--- src/rtl/core_run_controller.sv ---
`default_nettype none
// ============================================================================
// Module   : core_run_controller
// Purpose  : Sequences a core through reset and run, and ends the run on a
//            tohost store, a PC stall (CORE_RUN_CONTROLLER_STALL_DETECT_EN)
//            or a cycle-budget timeout.
// Revision : 1.0 - initial release
// ============================================================================
module core_run_controller #(
    parameter int               XLEN        = 32,
    parameter int               RST_CYCLES  = 2,
    parameter int               MAX_CYCLES  = 1000,
    parameter logic [XLEN-1:0]  TOHOST_ADDR = XLEN'(32'h0000_0100),
    parameter int               STALL_LIMIT = 4,
    parameter int               CNT_W       = 32
) (
    input  logic             clk,
    input  logic             rst,
    input  logic             start,
    input  logic [XLEN-1:0]  pc,
    input  logic             mem_we,
    input  logic [XLEN-1:0]  mem_addr,
    input  logic [XLEN-1:0]  mem_wdata,
    output logic             core_rst,
    output logic             running,
    output logic             done,
    output logic [1:0]       status,
    output logic [XLEN-1:0]  exit_code,
    output logic [CNT_W-1:0] cycle_count
);

    typedef enum logic [1:0] {
        ST_IDLE  = 2'd0,
        ST_RESET = 2'd1,
        ST_RUN   = 2'd2,
        ST_DONE  = 2'd3
    } state_e;

    localparam int               C_RST_W      = (RST_CYCLES > 1) ? $clog2(RST_CYCLES) : 1;
    localparam logic [C_RST_W-1:0] C_RST_LAST = C_RST_W'(RST_CYCLES - 1);
    localparam logic [CNT_W:0]   C_MAX_CYCLES = (CNT_W+1)'(MAX_CYCLES);
    localparam logic [1:0]       C_ST_NONE    = 2'b00;
    localparam logic [1:0]       C_ST_PASS    = 2'b01;
    localparam logic [1:0]       C_ST_FAIL    = 2'b10;
    localparam logic [1:0]       C_ST_TIMEOUT = 2'b11;

    state_e              state_q, state_d;
    logic [C_RST_W-1:0]  rst_cnt_q, rst_cnt_d;
    logic [CNT_W-1:0]    cycle_count_q, cycle_count_d;
    logic [1:0]          status_q, status_d;
    logic [XLEN-1:0]     exit_code_q, exit_code_d;
    logic                core_rst_q, core_rst_d;
    logic                running_q, running_d;
    logic                done_q, done_d;

    logic                w_enter_reset;
    logic                w_stall_hit;
    logic                w_tohost;
    logic                w_timeout;
    logic [CNT_W-1:0]    w_cnt_inc;

    assign w_enter_reset = ((state_q == ST_IDLE) || (state_q == ST_DONE)) && start;
    assign w_tohost      = mem_we && (mem_addr == TOHOST_ADDR);
    assign w_cnt_inc     = (&cycle_count_q) ? cycle_count_q : cycle_count_q + 1'b1;
    assign w_timeout     = ({1'b0, w_cnt_inc} >= C_MAX_CYCLES);

`ifdef CORE_RUN_CONTROLLER_STALL_DETECT_EN
    localparam int                     C_STALL_W   = $clog2(STALL_LIMIT);
    localparam logic [C_STALL_W-1:0]   C_STALL_PRE = C_STALL_W'(STALL_LIMIT - 2);

    logic [C_STALL_W-1:0] stall_cnt_q, stall_cnt_d;
    logic [XLEN-1:0]      prev_pc_q, prev_pc_d;
    logic                 pc_valid_q, pc_valid_d;

    // pc_valid keeps the first RUN sample from being compared against stale data
    always_comb begin
        stall_cnt_d = stall_cnt_q;
        prev_pc_d   = prev_pc_q;
        pc_valid_d  = pc_valid_q;
        w_stall_hit = 1'b0;
        if (state_q == ST_RUN) begin
            prev_pc_d  = pc;
            pc_valid_d = 1'b1;
            if (pc_valid_q && (pc == prev_pc_q)) begin
                stall_cnt_d = stall_cnt_q + 1'b1;
                w_stall_hit = (stall_cnt_q == C_STALL_PRE);
            end else begin
                stall_cnt_d = '0;
            end
        end else if (w_enter_reset) begin
            stall_cnt_d = '0;
            pc_valid_d  = 1'b0;
        end
    end

    always_ff @(posedge clk) begin
        if (rst) begin
            stall_cnt_q <= '0;
            prev_pc_q   <= '0;
            pc_valid_q  <= 1'b0;
        end else begin
            stall_cnt_q <= stall_cnt_d;
            prev_pc_q   <= prev_pc_d;
            pc_valid_q  <= pc_valid_d;
        end
    end
`else
    logic w_pc_unused;
    assign w_pc_unused = ^pc;
    assign w_stall_hit = 1'b0;
`endif

    always_comb begin
        state_d       = state_q;
        rst_cnt_d     = rst_cnt_q;
        cycle_count_d = cycle_count_q;
        status_d      = status_q;
        exit_code_d   = exit_code_q;
        core_rst_d    = core_rst_q;
        running_d     = running_q;
        done_d        = done_q;

        case (state_q)
            ST_IDLE, ST_DONE: begin
                if (w_enter_reset) begin
                    state_d       = ST_RESET;
                    rst_cnt_d     = '0;
                    cycle_count_d = '0;
                    status_d      = C_ST_NONE;
                    exit_code_d   = '0;
                    core_rst_d    = 1'b0;
                    running_d     = 1'b0;
                    done_d        = 1'b0;
                end
            end
            ST_RESET: begin
                if (rst_cnt_q == C_RST_LAST) begin
                    state_d    = ST_RUN;
                    core_rst_d = 1'b1;
                    running_d  = 1'b1;
                end else begin
                    rst_cnt_d = rst_cnt_q + 1'b1;
                end
            end
            ST_RUN: begin
                cycle_count_d = w_cnt_inc;
                if (w_tohost || w_stall_hit || w_timeout) begin
                    state_d    = ST_DONE;
                    core_rst_d = 1'b0;
                    running_d  = 1'b0;
                    done_d     = 1'b1;
                end
                // Termination sources are ranked tohost > stall > timeout
                if (w_tohost) begin
                    if (mem_wdata == XLEN'(1)) begin
                        status_d    = C_ST_PASS;
                        exit_code_d = '0;
                    end else begin
                        status_d    = C_ST_FAIL;
                        exit_code_d = {1'b0, mem_wdata[XLEN-1:1]};
                    end
                end else if (w_stall_hit) begin
                    status_d = C_ST_PASS;
                end else if (w_timeout) begin
                    status_d = C_ST_TIMEOUT;
                end
            end
            default: state_d = ST_IDLE;
        endcase
    end

    always_ff @(posedge clk) begin
        if (rst) begin
            state_q       <= ST_IDLE;
            rst_cnt_q     <= '0;
            cycle_count_q <= '0;
            status_q      <= C_ST_NONE;
            exit_code_q   <= '0;
            core_rst_q    <= 1'b0;
            running_q     <= 1'b0;
            done_q        <= 1'b0;
        end else begin
            state_q       <= state_d;
            rst_cnt_q     <= rst_cnt_d;
            cycle_count_q <= cycle_count_d;
            status_q      <= status_d;
            exit_code_q   <= exit_code_d;
            core_rst_q    <= core_rst_d;
            running_q     <= running_d;
            done_q        <= done_d;
        end
    end

    assign core_rst    = core_rst_q;
    assign running     = running_q;
    assign done        = done_q;
    assign status      = status_q;
    assign exit_code   = exit_code_q;
    assign cycle_count = cycle_count_q;

endmodule
`default_nettype wire

--- config.mk ---
export PLATFORM = sky130hd
export DESIGN_NAME = core_run_controller
export DESIGN_NICKNAME = d
export VERILOG_FILES = /design/src/rtl/core_run_controller.sv
export SDC_FILE = /design/constraint.sdc
export NUM_CORES = 1
export LEC_CHECK = 0
export CAP_MARGIN = 40
export CORE_MARGIN = 2
export CORE_UTILIZATION = 43
export CTS_BUF_LIST = sky130_fd_sc_hd__clkbuf_8 sky130_fd_sc_hd__clkbuf_16
export CTS_CLUSTER_DIAMETER = 120
export DETAILED_ROUTE_END_ITERATION = 6
export GPL_TIMING_DRIVEN = 0
export HOLD_SLACK_MARGIN = 0.15
export PLACE_DENSITY = 0.81
export SLEW_MARGIN = 20
export SYNTH_ARGS = -nofsm -noshare
export SYNTH_HDL_FRONTEND = slang
export SYNTH_SLANG_ARGS = --single-unit
--- constraint.sdc ---
create_clock -name clk -period 4 [get_ports clk]
set_input_delay 0.6 -clock clk [delete_from_list [all_inputs] [get_ports clk]]
set_output_delay 0.6 -clock clk [all_outputs]
set_load 0.03 [all_outputs]
=== After elaboration in Yosys (flattened, before gate mapping) ===
Index checks and enable logic that the tools add are counted.

* Add/subtract/negate cells: 2
* $lt $le $gt $ge: 1
* Eq/ne operators: 10
* Muxes and demuxes: 23
* Reductions and logical operators: 15

{| class="wikitable"
|+ Operators with widths
! cell !! count
|-
| 32-bit one-hot mux with 2 select lines || 2
|-
| 32-bit two-way mux || 3
|-
| 32-bit by 1-bit adder with 32-bit output (second input constant) || 1
|-
| 32-bit by 1-bit == test with 1-bit output (second input constant) || 1
|-
| 32-bit by 9-bit == test with 1-bit output (second input constant) || 1
|-
| 32-bit by 10-bit greater-or-equal comparator with 1-bit output (second input constant) || 1
|-
| 32-bit AND reduction || 1
|-
| 31-bit two-way mux || 1
|-
| 2-bit two-way mux || 7
|-
| 3-bit AND reduction || 4
|-
| 2-bit != test (second input constant) || 4
|-
| 2-bit one-hot mux with 3 select lines || 1
|-
| 1-bit two-way mux || 5
|-
| 2-bit == test (second input constant) || 2
|-
| 1-bit one-hot mux with 2 select lines || 2
|-
| 2-bit one-hot mux with 2 select lines || 1
|-
| 2-bit AND reduction || 2
|-
| 2-bit nonzero test || 2
|-
| 3-bit != test (second input constant) || 1
|-
| 1-bit one-hot mux with 3 select lines || 1
|-
| 2-bit by 1-bit == test with 1-bit output (second input constant) || 1
|-
| 1-bit logical AND || 2
|-
| 2-bit zero test || 1
|-
| 1-bit logical OR || 2
|-
| other kinds (2) || 2
|}

* Register bits: 71
* Input bits: 100
* Output and inout port bits: 69
* Word-level logic and storage cells: 58

=== Longest topological paths before layout ===
* Depth in word-level cells: 6
* Depth in mapped cells: 11
* Gate-level depth less buffers: 10

=== Worst setup path after synthesis ===
OpenSTA, ideal clock, no wires.

* Path type: register to register
* From: register cycle_count_q[0] (netlist: cycle_count[0])
* To: register state_q[0]
* Setup time: 121 ps
* Arrival: 3168 ps
* Required time: 3879 ps
* Path slack: 711 ps
* Cell stages (with the launch flop): 11
* Buffers on the path: 0
* Clock period less this slack: 3289 ps
* Path through: dfxtp_1 -> ha_1 -> nand3_2 -> or3_4 -> a2111o_2 -> or2_1 -> o21ai_1 -> nand4_1 -> nor4_4 -> a211oi_2 -> mux2_4

* Longest elaborated chain between the ends: 6
* Elaborated cells on any way between the ends: 7
* Those cells by class: 1 x add/sub; 1 x order compare; 1 x eq/ne; 1 x mux; 3 x reduce/logical

{| class="wikitable"
|+ Ends and longest elaborated chain
! element !! line !! RTL
|-
| start, declared || 49 || <nowiki>logic [CNT_W-1:0] cycle_count_q, cycle_count_d;</nowiki>
|-
| start signal, assigned || 185 || <nowiki>cycle_count_q <= cycle_count_d;</nowiki>
|-
| 32-bit by 1-bit adder with 32-bit output / 32-bit AND reduction (equally long branches) || 64 || <nowiki>assign w_cnt_inc = (&cycle_count_q) ? cycle_count_q : cycle_count_q + 1'b1;</nowiki>
|-
| 32-bit two-way mux * || 64 ||
|-
| 32-bit by 10-bit greater-or-equal comparator with 1-bit output * || 65 || <nowiki>assign w_timeout = ({1'b0, w_cnt_inc} >= C_MAX_CYCLES);</nowiki>
|-
| 1-bit logical OR * || 147 || <nowiki>if (w_tohost || w_stall_hit || w_timeout) begin</nowiki>
|-
| 2-bit != test (no source line) * || n/a ||
|-
| 3-bit AND reduction (no source line) * || n/a ||
|-
| end signal, assigned || 183 || <nowiki>state_q <= state_d;</nowiki>
|-
| end, declared || 47 || <nowiki>state_e state_q, state_d;</nowiki>
|}

Mark *: on every way between the ends. The rest lies on a longest branch, timed or not.
A chain may end at the register's enable or synchronous reset.

=== Worst setup path in the final report ===
Same ends and word-level chain as after synthesis.

==> results.yml <==
synthesis:
  yosysUniqueCellTypes: 59
  synth_top_area_share_pct: 35.2
  synth_top_cell_by_area: "dfxtp_1"
  synth_ff_type: "dfxtp_1"
  syn_avg_cell_area_um2: 7.50
  syn_nets: 634
  seq_area_frac_synth_pct: 35.2
  yosys_warnings: 0
  async_flop_share_pct: 0
  synthCells: 530
  synth_area_um2: 3980
  synth_area_leaders: "dfxtp_1 35%, a21oi_1 8.2%, nand2_1 5.9%, nand3_1 5.5%, nor2_1 4.1%"
  synth_seq_cells: 70
  synth_edf_count: 0
global_routing:
  grt_usage_pct: 26.9
  grt_pass1_wl_um: 21500
  grt_pass1_vias: 4483
  antenna_found_initial: 0
  grt_max_degree: 15
  gr-total-overflow: 0
timing:
  hold_viol: 0
  worstMarginPinSlew_ps: 780
  setup_viol: 0
  fin_hold_ws_ps: 456
  fin_crit_sh_pct: 89.8
  min_period_ps: 3590
  tns_ps: 0
  timing.fmax_mhz: 278
  clock_skew_ps: 7.16
  slew_headroom_pct: 47.6
  fin_ws_ps: 407
  slew_violations: 0
  rsz0062_at_grt: "no"
pwr:
  power_frac_seq_pct: 33.6
  combPwrFrac_pct: 40.2
  clkPwrFrac_pct: 26.2
  switching_share_pct: 42.1
  p_leak_nw: 1.79
  power.switching_uw: 992
  finalPower_mw: 2.35
  p_per_area_nw_per_um2: 416
  ir_drop_uv: 301
  internal-power_mw: 1.36
cts:
  cts_buffers: 9
  cts-root-buf: "clkbuf_8"
  clk_pin_slew_ps: 90
  clkSinkCount: 70
  post-cts-setup-buffers: 0
  clk_latency_ps: 370
  clockBufferDepth: 2
  ctsHoldBuffers: 0
  cts_tree: "built"
  post_cts_resized: 0
  htree_num_levels: 3
setup_path:
  crit_type: "reg2reg"
  r2r_cells: 10
  crit_path_end_kind: "register"
  required_ps: 4260
  reg2reg_from: "cycle_count[0]$_SDFFE_PP0P_"
  crit_fanout: 9
  start_kind: "register"
  arrival_ps: 3850
  crit_path_start: "cycle_count[0]$_SDFFE_PP0P_"
cells_and_area:
  num_antenna_cells: 0
  layout.cells.most_common: "clkdlybuf4s50_1"
  finalInstanceArea_um2: 5670
  syn2layout_area_growth_pct: 42.5
  drive_gt1_share_pct: 7.06
  fill_cells: 834
  final_cell_mix: "134 x clkdlybuf4s50_1, 70 x dfxtp_1, 65 x a21oi_1"
  layout.nets: 779
routing:
  wire_per_inst_um: 17.2
  drtIter0Drc: 325
  vias: 4688
  ant_nets: 0
  viasPerCell: 5.93
  routed_wl_um: 13600
  remaining_drc_errors: 0
  drt_pass1_iterations: 5
floorplanning:
  initial_utilization_pct: 43.7
  row_count: 35
  coreArea_um2: 9110
  dieArea_um2: 10000
  die-width_um: 100
  io_pins: 169
  die_h_um: 100
worst_hold_path:
  hold_start: "exit_code[1]$_SDFFE_PP0P_"
  min_path_cells: 2
  hold_class: "reg2reg"
placement:
  placed_cell_area_um2: 5460
  port_buffers: 134
  post-dp-hpwl_um: 10000
  gp_congestion: 0.938
  place_ws_ps: 310
run_status:
  status: "complete, no violations"
flow_run:
  max-cap-violations: 0
[area by class of cell]
type | instances | area, um^2 | share of cell area [%]
Timing Repair Buffer | 134 | 1340 | 23.7
Multi-Input combinational cell | 411 | 2380 | 41.9
Tap cell | 111 | 139 | 2.45
Sequential cell | 70 | 1400 | 24.7
Clock buffer | 9 | 124 | 2.19
Inverter | 5 | 18.8 | 0.331
Clock inverter | 7 | 80.1 | 1.41
Buffer | 44 | 186 | 3.29
[synthesized netlist by cell type (2+ instances only)]
cell      instances
a311oi_1         10
nand3_1          44
and4_1            3
and2_1            3
nand3b_1          3
o21ai_1           2
o21ai_0          28
buf_2             8
and3_1            4
xnor2_1           8
a22oi_1           2
o31ai_1           2
nor3b_1           2
mux2i_1           4
nor4b_1           5
nor4_1           17
clkbuf_1         33
nand2b_1          6
o21a_1            3
inv_1             5
nor3_1           12
a31o_2            2
xor2_1            2
dfxtp_1          70
a31oi_1           8
or4_1             2
nor4_2            3
or2_2             4
nand2_1          62
a41oi_1           2
o21ba_2           2
nor2_1           43
buf_4             3
ha_1              4
a211oi_1          6
or3_1             6
a21o_1            2
a21oi_1          65
nand4_1          18
nor2b_1           3
[path summary, 6_finish.rpt]
path,end,slack [ps]
setup / recovery,state_q[0]$_SDFFE_PP0P_,410
hold / removal,exit_code[1]$_SDFFE_PP0P_,460
setup reg to reg,state_q[0]$_SDFFE_PP0P_,410
hold reg to reg,exit_code[1]$_SDFFE_PP0P_,460
[state kept, by name, indices dropped and copies added, names as in the netlist]
name	count
cycle_count	32
running	1
state_q	2
rst_cnt_q	1
exit_code	31
done	1
status	2
[worst max-delay path, cell delays in order (launching register included)]
cell and delay (ps):
dfxtp_1 440, ha_1 290, nand3_2 170, or4_1 560, a21oi_2 240, a31oi_1 130
nor4b_1 360, nand4_1 230, nor4_4 590, a211oi_2 140, mux2_4 320
[through the flow]
step | instances | util (%)
4_1_cts | 791 | 62.2
6_report | 791 | 62.2
5_1_grt | 791 | 62.2
2_1_floorplan | 530 | -
3_3_place_gp | 775 | 59.9
3_5_place_dp | 775 | 59.9
[cells by family after synthesis]
| logic type | after synthesis | synth area share, % |
|---|---|---|
| and+or+nand+nor | 246 | 32.3 |
| xor gates and xnor gates | 10 | 2.20 |
| adders and majority gates | 4 | 1.26 |
| other | 1 | 0.0943 |
| muxes | 6 | 1.67 |
| DFF | 70 | 35.2 |
| AOI/OAI and AO/OA | 144 | 22.1 |
| buffers and inverters | 49 | 5.16 |
[per-layer routing]
layer | routed length, um | GRT usage, % | share of wire, %
met5 | 0 | 0 | 0
met4 | 244 | 9.06 | 1.8
met3 | 1350 | 8.50 | 9.9
met2 | 6670 | 46.6 | 49
met1 | 5310 | 31.6 | 39
[power groups by stage]
stage | logic (mW) | clock network [mW] | registers (mW)
floorplan | 0.475 | 0 | 0.893
global placement | 0.903 | 0 | 0.804
detailed placement | 0.922 | 0 | 0.807
CTS | 0.928 | 0.620 | 0.791
global route | 1.02 | 0.646 | 0.799
finish | 0.947 | 0.617 | 0.791
No activity file was read; power rests on OpenSTA's default activity.
